### config.mk
export PLATFORM = sky130hd
export DESIGN_NAME = fir_coeff_update_ctrl
export DESIGN_NICKNAME = d
export VERILOG_FILES = /design/src/rtl/fir_coeff_update_ctrl.sv
export SDC_FILE = /design/constraint.sdc
export NUM_CORES = 1
export LEC_CHECK = 0
export BUFFER_PORTS_ARGS = -buffer_cell sky130_fd_sc_hd__buf_4
export CAP_MARGIN = 40
export CORE_MARGIN = 3
export CORE_UTILIZATION = 35
export CTS_CLUSTER_SIZE = 10
export DETAILED_ROUTE_END_ITERATION = 8
export GPL_TIMING_DRIVEN = 0
export SLEW_MARGIN = 30
export SYNTH_ARGS = -nofsm -noshare
export SYNTH_HDL_FRONTEND = slang
export SYNTH_SLANG_ARGS = --single-unit
### constraint.sdc
create_clock -name iClk_12M -period 1.95 [get_ports iClk_12M]
set_input_delay 0.0975 -clock iClk_12M [delete_from_list [all_inputs] [get_ports iClk_12M]]
set_output_delay 0.0975 -clock iClk_12M [all_outputs]
set_load 0.03 [all_outputs]
### src/rtl/fir_coeff_update_ctrl.sv
// fir_coeff_update_ctrl: reloads the FIR coefficient SRAM on a sample boundary and
// generates the 300 kHz sample enable, masking and counting strobes during a reload.
module fir_coeff_update_ctrl #(
    parameter int P_DIV       = 40,
    parameter int P_TAPS      = 33,
    parameter int P_ADDR_BASE = 1,
    parameter int P_TIMEOUT   = 64
) (
    input  logic        iClk_12M,
    input  logic        iRst,
    input  logic        iUpdReq,
    input  logic        iCoefValid,
    input  logic [15:0] iCoefData,
    output logic        oCoefReady,
    output logic        oBusy,
    output logic        oDone,
    output logic        oErr,
    output logic [7:0]  oDropCnt,
    output logic        oEnSample_300k,
    output logic        oCoeffiUpdateFlag,
    output logic        oCsnRam,
    output logic        oWrnRam,
    output logic [5:0]  oAddrRam,
    output logic [15:0] oWrDtRam
);
    localparam int DW = $clog2(P_DIV);
    localparam int KW = $clog2(P_TAPS + 1);
    localparam int TW = $clog2(P_TIMEOUT + 1);
    localparam logic [1:0] S_IDLE  = 2'd0;
    localparam logic [1:0] S_ALIGN = 2'd1;
    localparam logic [1:0] S_WRITE = 2'd2;
    localparam logic [1:0] S_FLUSH = 2'd3;

    if (P_ADDR_BASE + P_TAPS - 1 > 63) begin : g_addr_check
        $error("coefficient addresses exceed the 6-bit SRAM address range");
    end

    logic [1:0]    state_q, state_d;
    logic [DW-1:0] div_q, div_d;
    logic [KW-1:0] k_q, k_d;
    logic [TW-1:0] to_q, to_d;
    logic [7:0]    drop_q, drop_d;
    logic [5:0]    addr_q, addr_d;
    logic [15:0]   data_q, data_d;
    logic          err_q, err_d, en_q, en_d, ready_q, ready_d, busy_q, busy_d;
    logic          done_q, done_d, flag_q, flag_d, csn_q, csn_d, wrn_q, wrn_d;
    logic          raw, hs, strobe_d, masked_d;

    // Every output is registered from next-state values so it lines up with the state it belongs to.
    always_comb begin
        raw     = div_q == DW'(P_DIV - 1);
        hs      = iCoefValid & ready_q;
        div_d   = raw ? '0 : div_q + 1'b1;
        state_d = state_q;
        k_d     = k_q;
        to_d    = to_q;
        err_d   = err_q;
        csn_d   = 1'b1;
        wrn_d   = 1'b1;
        addr_d  = addr_q;
        data_d  = data_q;
        case (state_q)
            S_IDLE: if (iUpdReq) begin
                state_d = S_ALIGN;
                k_d     = '0;
                to_d    = '0;
                err_d   = 1'b0;
            end
            S_ALIGN: if (raw) state_d = S_WRITE;
            S_WRITE: if (hs) begin
                csn_d  = 1'b0;
                wrn_d  = 1'b0;
                addr_d = 6'(P_ADDR_BASE) + 6'(k_q);
                data_d = iCoefData;
                k_d    = k_q + 1'b1;
                to_d   = '0;
            end else if (k_q == KW'(P_TAPS)) begin
                state_d = S_FLUSH;
            end else if (to_q == TW'(P_TIMEOUT - 1)) begin
                state_d = S_FLUSH;
                err_d   = 1'b1;
            end else begin
                to_d = to_q + 1'b1;
            end
            default: state_d = S_IDLE;
        endcase
        if (state_d == S_FLUSH) begin
            addr_d = '0;
            data_d = '0;
        end
        strobe_d = div_d == DW'(P_DIV - 1);
        masked_d = (state_d == S_WRITE) | (state_d == S_FLUSH);
        en_d     = strobe_d & ~masked_d;
        drop_d   = (state_q == S_IDLE && iUpdReq) ? '0 :
                   (strobe_d && masked_d && drop_q != 8'hFF) ? drop_q + 1'b1 : drop_q;
        ready_d  = state_d == S_WRITE && k_d != KW'(P_TAPS);
        flag_d   = state_d == S_WRITE;
        busy_d   = state_d != S_IDLE;
        done_d   = state_q == S_FLUSH && !err_q;
    end

    always_ff @(posedge iClk_12M) begin
        if (iRst) begin
            state_q <= S_IDLE;
            div_q   <= '0;
            k_q     <= '0;
            to_q    <= '0;
            drop_q  <= '0;
            addr_q  <= '0;
            data_q  <= '0;
            err_q   <= 1'b0;
            en_q    <= 1'b0;
            ready_q <= 1'b0;
            busy_q  <= 1'b0;
            done_q  <= 1'b0;
            flag_q  <= 1'b0;
            csn_q   <= 1'b1;
            wrn_q   <= 1'b1;
        end else begin
            state_q <= state_d;
            div_q   <= div_d;
            k_q     <= k_d;
            to_q    <= to_d;
            drop_q  <= drop_d;
            addr_q  <= addr_d;
            data_q  <= data_d;
            err_q   <= err_d;
            en_q    <= en_d;
            ready_q <= ready_d;
            busy_q  <= busy_d;
            done_q  <= done_d;
            flag_q  <= flag_d;
            csn_q   <= csn_d;
            wrn_q   <= wrn_d;
        end
    end

    assign oCoefReady        = ready_q;
    assign oBusy             = busy_q;
    assign oDone             = done_q;
    assign oErr              = err_q;
    assign oDropCnt          = drop_q;
    assign oEnSample_300k    = en_q;
    assign oCoeffiUpdateFlag = flag_q;
    assign oCsnRam           = csn_q;
    assign oWrnRam           = wrn_q;
    assign oAddrRam          = addr_q;
    assign oWrDtRam          = data_q;
endmodule

-- Yosys cells after proc, flatten, opt, wreduce, memory -nomap -nowiden
Index checks and enable logic that the tools add are counted.
- add/sub/neg operators: 4
- equality and inequality tests: 17
- muxes and demuxes: 21
- bitwise operators: 5
- reductions and logical operators: 15
- operators with widths (operator ; count):
    two-way mux 7 bit ; 4
    == test 6 bit, second input constant ; 3
    two-way mux 6 bit ; 3
    one-hot mux 7 bit (2 select lines) ; 1
    adder 6 x 1 -> 6 bit, second input constant ; 2
    one-hot mux 6 bit (2 select lines) ; 1
    two-way mux 2 bit ; 5
    adder 8 x 1 -> 8 bit, second input constant ; 1
    == test 2 bit, second input constant ; 4
    != test 2 bit, second input constant ; 4
    != test 8 bit, second input constant ; 1
    adder 7 x 1 -> 7 bit, second input constant ; 1
    == test 7 x 6 -> 1 bit, second input constant ; 1
    != test 3 bit, second input constant ; 2
    != test 6 bit, second input constant ; 1
    one-hot mux 2 bit (3 select lines) ; 1
    OR reduction 2 bit ; 3
    logical AND 1 bit ; 5
    two-way mux 1 bit ; 5
    AND reduction 5 bit ; 1
    AND reduction 4 bit ; 1
    nonzero test 2 bit ; 2
    AND 1 bit ; 2
    == test 2 x 1 -> 1 bit, second input constant ; 1
    other kinds (6) ; 7
- register bits: 58
- bits of input ports: 20

-- Logic depth before layout (Yosys ltp)
- word-level depth: 9
- depth in mapped cells: 8
- mapped depth without buffers: 7

-- Worst setup path after synthesis
No wires, ideal clock.
- path kind: register to register
- start: reg div_q[0]
- end: reg drop_q[5], in the netlist oDropCnt[5]
- arrival time: 1.782 ns
- required time: 1.880 ns
- setup slack: 0.098 ns
- cell stages (with the launch flop): 7
- buffers on the path: 1
- clock period less this slack: 1.852 ns
- cell sequence: dfxtp_1 ha_1 xnor2_1 or3_4 buf_6 or4_1 a21oi_1
- longest elaborated chain between the ends: 7
- elaborated cells between the ends (all ways): 11
- those cells by class: add/sub: 1; eq/ne: 4; mux: 3; bitwise: 1; reduce/logical: 2
- RTL lines (what ; line ; RTL):
    start: declaration ; 39 ; logic [DW-1:0] div_q, div_d;
    start signal: assignment ; 121 ; div_q <= div_d;
    branches (longest 5 deep; another with adder 6 x 1 -> 6 bit) ; - ;
    logical AND 1 bit (*) (2 in a row) ; 95 ; (strobe_d && masked_d && drop_q != 8'hFF) ? drop_q + 1'b1 : drop_q;
    end signal: assignment ; 124 ; drop_q <= drop_d;
    end: declaration ; 42 ; logic [7:0] drop_q, drop_d;
Mark *: on every way between the ends.
A chain may end at the register's enable or synchronous reset.

-- Worst setup path in the final report
- start: reg div_q[1]
- end: reg drop_q[4], in the netlist oDropCnt[4]
Same word-level chain as after synthesis.

==> impl_metrics.ini <==
[worst_setup_path]
path_cells = ha_4 > xnor2_2 > or3_4 > buf_6 > or4_1 > a21oi_1
reg2reg_depth = 6
required_ns = 2.21
cp.arrival_ns = 2.13
endpoint = oDropCnt[4]
timing.rr.start = div_q[1]
max_stage_delay_ns = 0.46
path_class = reg -> reg
cp-startpoint = div_q[1]
crit_slowest_cell = or4_1
timing.rr.end = oDropCnt[4]
crit_path_max_fanout = 10
worstSetupEndpointType = flop
critical_path.startpoint_type = flop
rrSetupSlack_ns = 0.08

[timing]
hold_viol = 0
rsz0062_at_grt = false
skew_ns = 0.00701
tightest_slew_ns = 0.522
maxSlewViolCount = 0
fin_crit_sh_pct = 95.8
setup-violations-final = 0
fin_crit_ns = 1.87
relSlewSlack_pct = 64.9
clock.fmax_mhz = 535

[power]
power.switching_mw = 0.546
switching_share_pct = 21.4
seqPwrFrac_pct = 47.2
power_mw = 2.55
power_density_nw_per_um2 = 715
ir_drop_mv = 0.412
power.leakage_nw = 1.33
pwr-share-comb_pct = 5.0
pwr-share-clk_pct = 47.8
p_int_mw = 2.01

[synthesis]
synth_flop_cell = dfxtp_1
synth_warnings = 0
synth.distinct_cells = 45
synth_cells = 321
yosysSeqAreaShare_pct = 44.2
synthMuxAreaShare_pct = 0.381
syn_area_um2 = 2630
ys_seq_elements = 58
synth_xor_area_share_pct = 3.00
async_reset_ff_share_pct = 0
synthAdderAreaFrac_pct = 2.86
synth_simple_gate_area_share_pct = 26.5
synth_edf_count = 0
synth_top_family_by_area = simple AND/OR/NAND/NOR gates
synth-compound-area-share_pct = 18.9
synth_nets = 347
avgSynthCellArea_um2 = 8.19

[detailed_routing]
drc = 0
initialDrtViolationCount = 92
drt_pass1_iterations = 4
wl_per_cell_um = 13.1
vias = 2492
routed_wl_um = 6520
viasPerCell = 5.00
final_antenna_net_count = 0

[clock_tree]
cts_max_level = 3
root_buffer = clkbuf_8
cts_made_buffers = 9
cts_tree = built
clock_sinks = 58
clock_path_buffers = 2
insertion_delay_ns = 0.33
clk_pin_slew_ns = 0.07

[grt]
track_usage_pct = 15.2
grt.overflow.total = 0
grt_pass1_wl_um = 10500
grt_pass1_vias = 2276
antenna_found_initial = 0
grt_max_degree = 11

[floorplanning]
start_util_pct = 37.5
num_rows = 30
die-area_um2 = 8590
die_h_um = 92.7
ios = 58
fp.dieW_um = 92.7
coreArea_um2 = 7020

[finish]
syn2layout_area_growth_pct = 36.0
drive_above_1_share_pct = 24.4
final_cell_mix = buf_4, dfxtp_1, nand2_1, a21oi_1, nor2_1
diodes = 0
fillCellCount = 705
final_common_cell = buf_4
layoutNonFillerInstCount = 498
finish.net_count = 423

[placed_design]
dpl.cell_count = 473
port_buffers = 56
gp_congestion = 0.851
dpl.hpwl_um = 4590

[outcome]
status = finished clean

[hold_path]
min_path_type = in -> reg

[job]
cap_viol_max_count = 0
-- worst max-delay path: cells and delay by family (launching register included) --
kind	cells	cell delay (ns)
flip-flops	1	0.34
buffers and inverters	1	0.14
AND/OR/NAND/NOR	2	0.84
XOR/XNOR	1	0.14
AO/OA/AOI/OAI	1	0.15
adder cells (fa/ha/maj)	1	0.18
-- how the worst min path moves through the flow --
| stage | startpoint | endpoint | slack (ns) | cells past startpoint |
|---|---|---|---|---|
| 3_3_place_gp | iCoefData[11] | oWrDtRam[11] | 0.34 | 3 |
| 6_report | iCoefData[14] | oWrDtRam[14] | 0.01 | 3 |
| 4_1_cts | iCoefData[14] | oWrDtRam[14] | 0.0005 | 3 |
| 5_1_grt | iCoefData[4] | oWrDtRam[4] | 0.01 | 3 |
| 3_5_place_dp | iCoefData[9] | oWrDtRam[9] | 0.35 | 3 |
| 2_1_floorplan | iCoefData[0] | oWrDtRam[0] | 0.23 | 2 |
-- power groups by stage --
stage	Clock, mW	Sequential, mW	Combinational [mW]
after floorplan	0	1.23	0.0561
after global placement	0	1.23	0.109
after detailed placement	0	1.23	0.109
after CTS	1.26	1.20	0.129
after global routing	1.31	1.21	0.139
final	1.22	1.21	0.127
-- repair_timing --
item,CTS,global route
gates cloned,0,0
pin swaps,0,3
hold buffers,10,0
gates resized for setup,7,17
buffers inserted,0,1
endpoints found under the setup margin,26,23
hold endpoints to repair,10,0
-- synth_stat cells (all sizes together) (2+ instances only) --
master / instances / share of area, %
dfxtp: 58 / 44
nand2: 53 / 7.6
a21oi: 38 / 7.2
nor2: 22 / 3.1
nand3: 16 / 3.0
clkbuf: 13 / 1.9
o21ai: 11 / 2.1
nand2b: 9 / 2.4
nor3: 8 / 1.5
a211oi: 7 / 2.0
buf: 7 / 1.8
xor2: 7 / 2.3
and3: 6 / 1.5
ha: 6 / 2.9
a311oi: 5 / 1.7
a31oi: 5 / 1.2
o31ai: 5 / 1.4
or3: 5 / 1.4
or4: 5 / 1.4
inv: 4 / 0.57
nor2b: 4 / 0.95
and2: 3 / 0.71
a21boi: 2 / 0.57
a22oi: 2 / 0.57
nand4b: 2 / 0.67
o211ai: 2 / 0.57
or2: 2 / 0.48
xnor2: 2 / 0.67
-- registers in the layout (all words and copies together), names as in the netlist --
name / flops
oDone: 1
oWrnRam: 1
oAddrRam: 6
oErr: 1
to_q: 7
oCoefReady: 1
oEnSample_300k: 1
oWrDtRam: 16
state_q: 2
oBusy: 1
div_q: 6
oCoeffiUpdateFlag: 1
oDropCnt: 8
k_q: 6
-- through the flow --
step | setup WS (ns) | hold slack (ns) | util [%] | setup TNS (ns) | area, um2
6_report | 0.0819 | 0.0146 | 50.9 | 0 | 3570
3_5_place_dp | -0.0856 | 0.354 | 45.2 | -0.962 | 3170
2_1_floorplan | 0.0977 | 0.234 | - | 0 | 2630
5_1_grt | 0.0168 | 0.0107 | 50.9 | 0 | 3570
4_1_cts | 0.0284 | 0.000488 | 50.1 | 0 | 3520
3_3_place_gp | -0.0988 | 0.344 | 45.2 | -1.59 | 3170
-- routing by layer --
metal	vias up	wire, um	global-route usage [%]
met2	63	2970	24.2
met4	0	73	4.76
met5	-	0	0
met3	5	418	4.63
li1	1291	-	-
met1	1133	3060	19.9
-- logic make-up after synthesis --
group | after synthesis
compound gates | 82
fa+ha+maj | 6
xor+xnor | 9
mux | 1
flops | 58
simple gates | 141
buf+inv | 24
-- area by class of cell --
cell class	count	area (um2)	share of cell area, %
multi-input cells	239	1440	40.1
clock inverters	5	77.6	2.17
well taps	96	120	3.36
clock buffers	11	141	3.96
inverters	4	15.0	0.420
flip-flops and latches	58	1160	32.6
repair buffers	67	528	14.8
plain buffers	18	93.8	2.63
(Power assumes the default switching activity.)
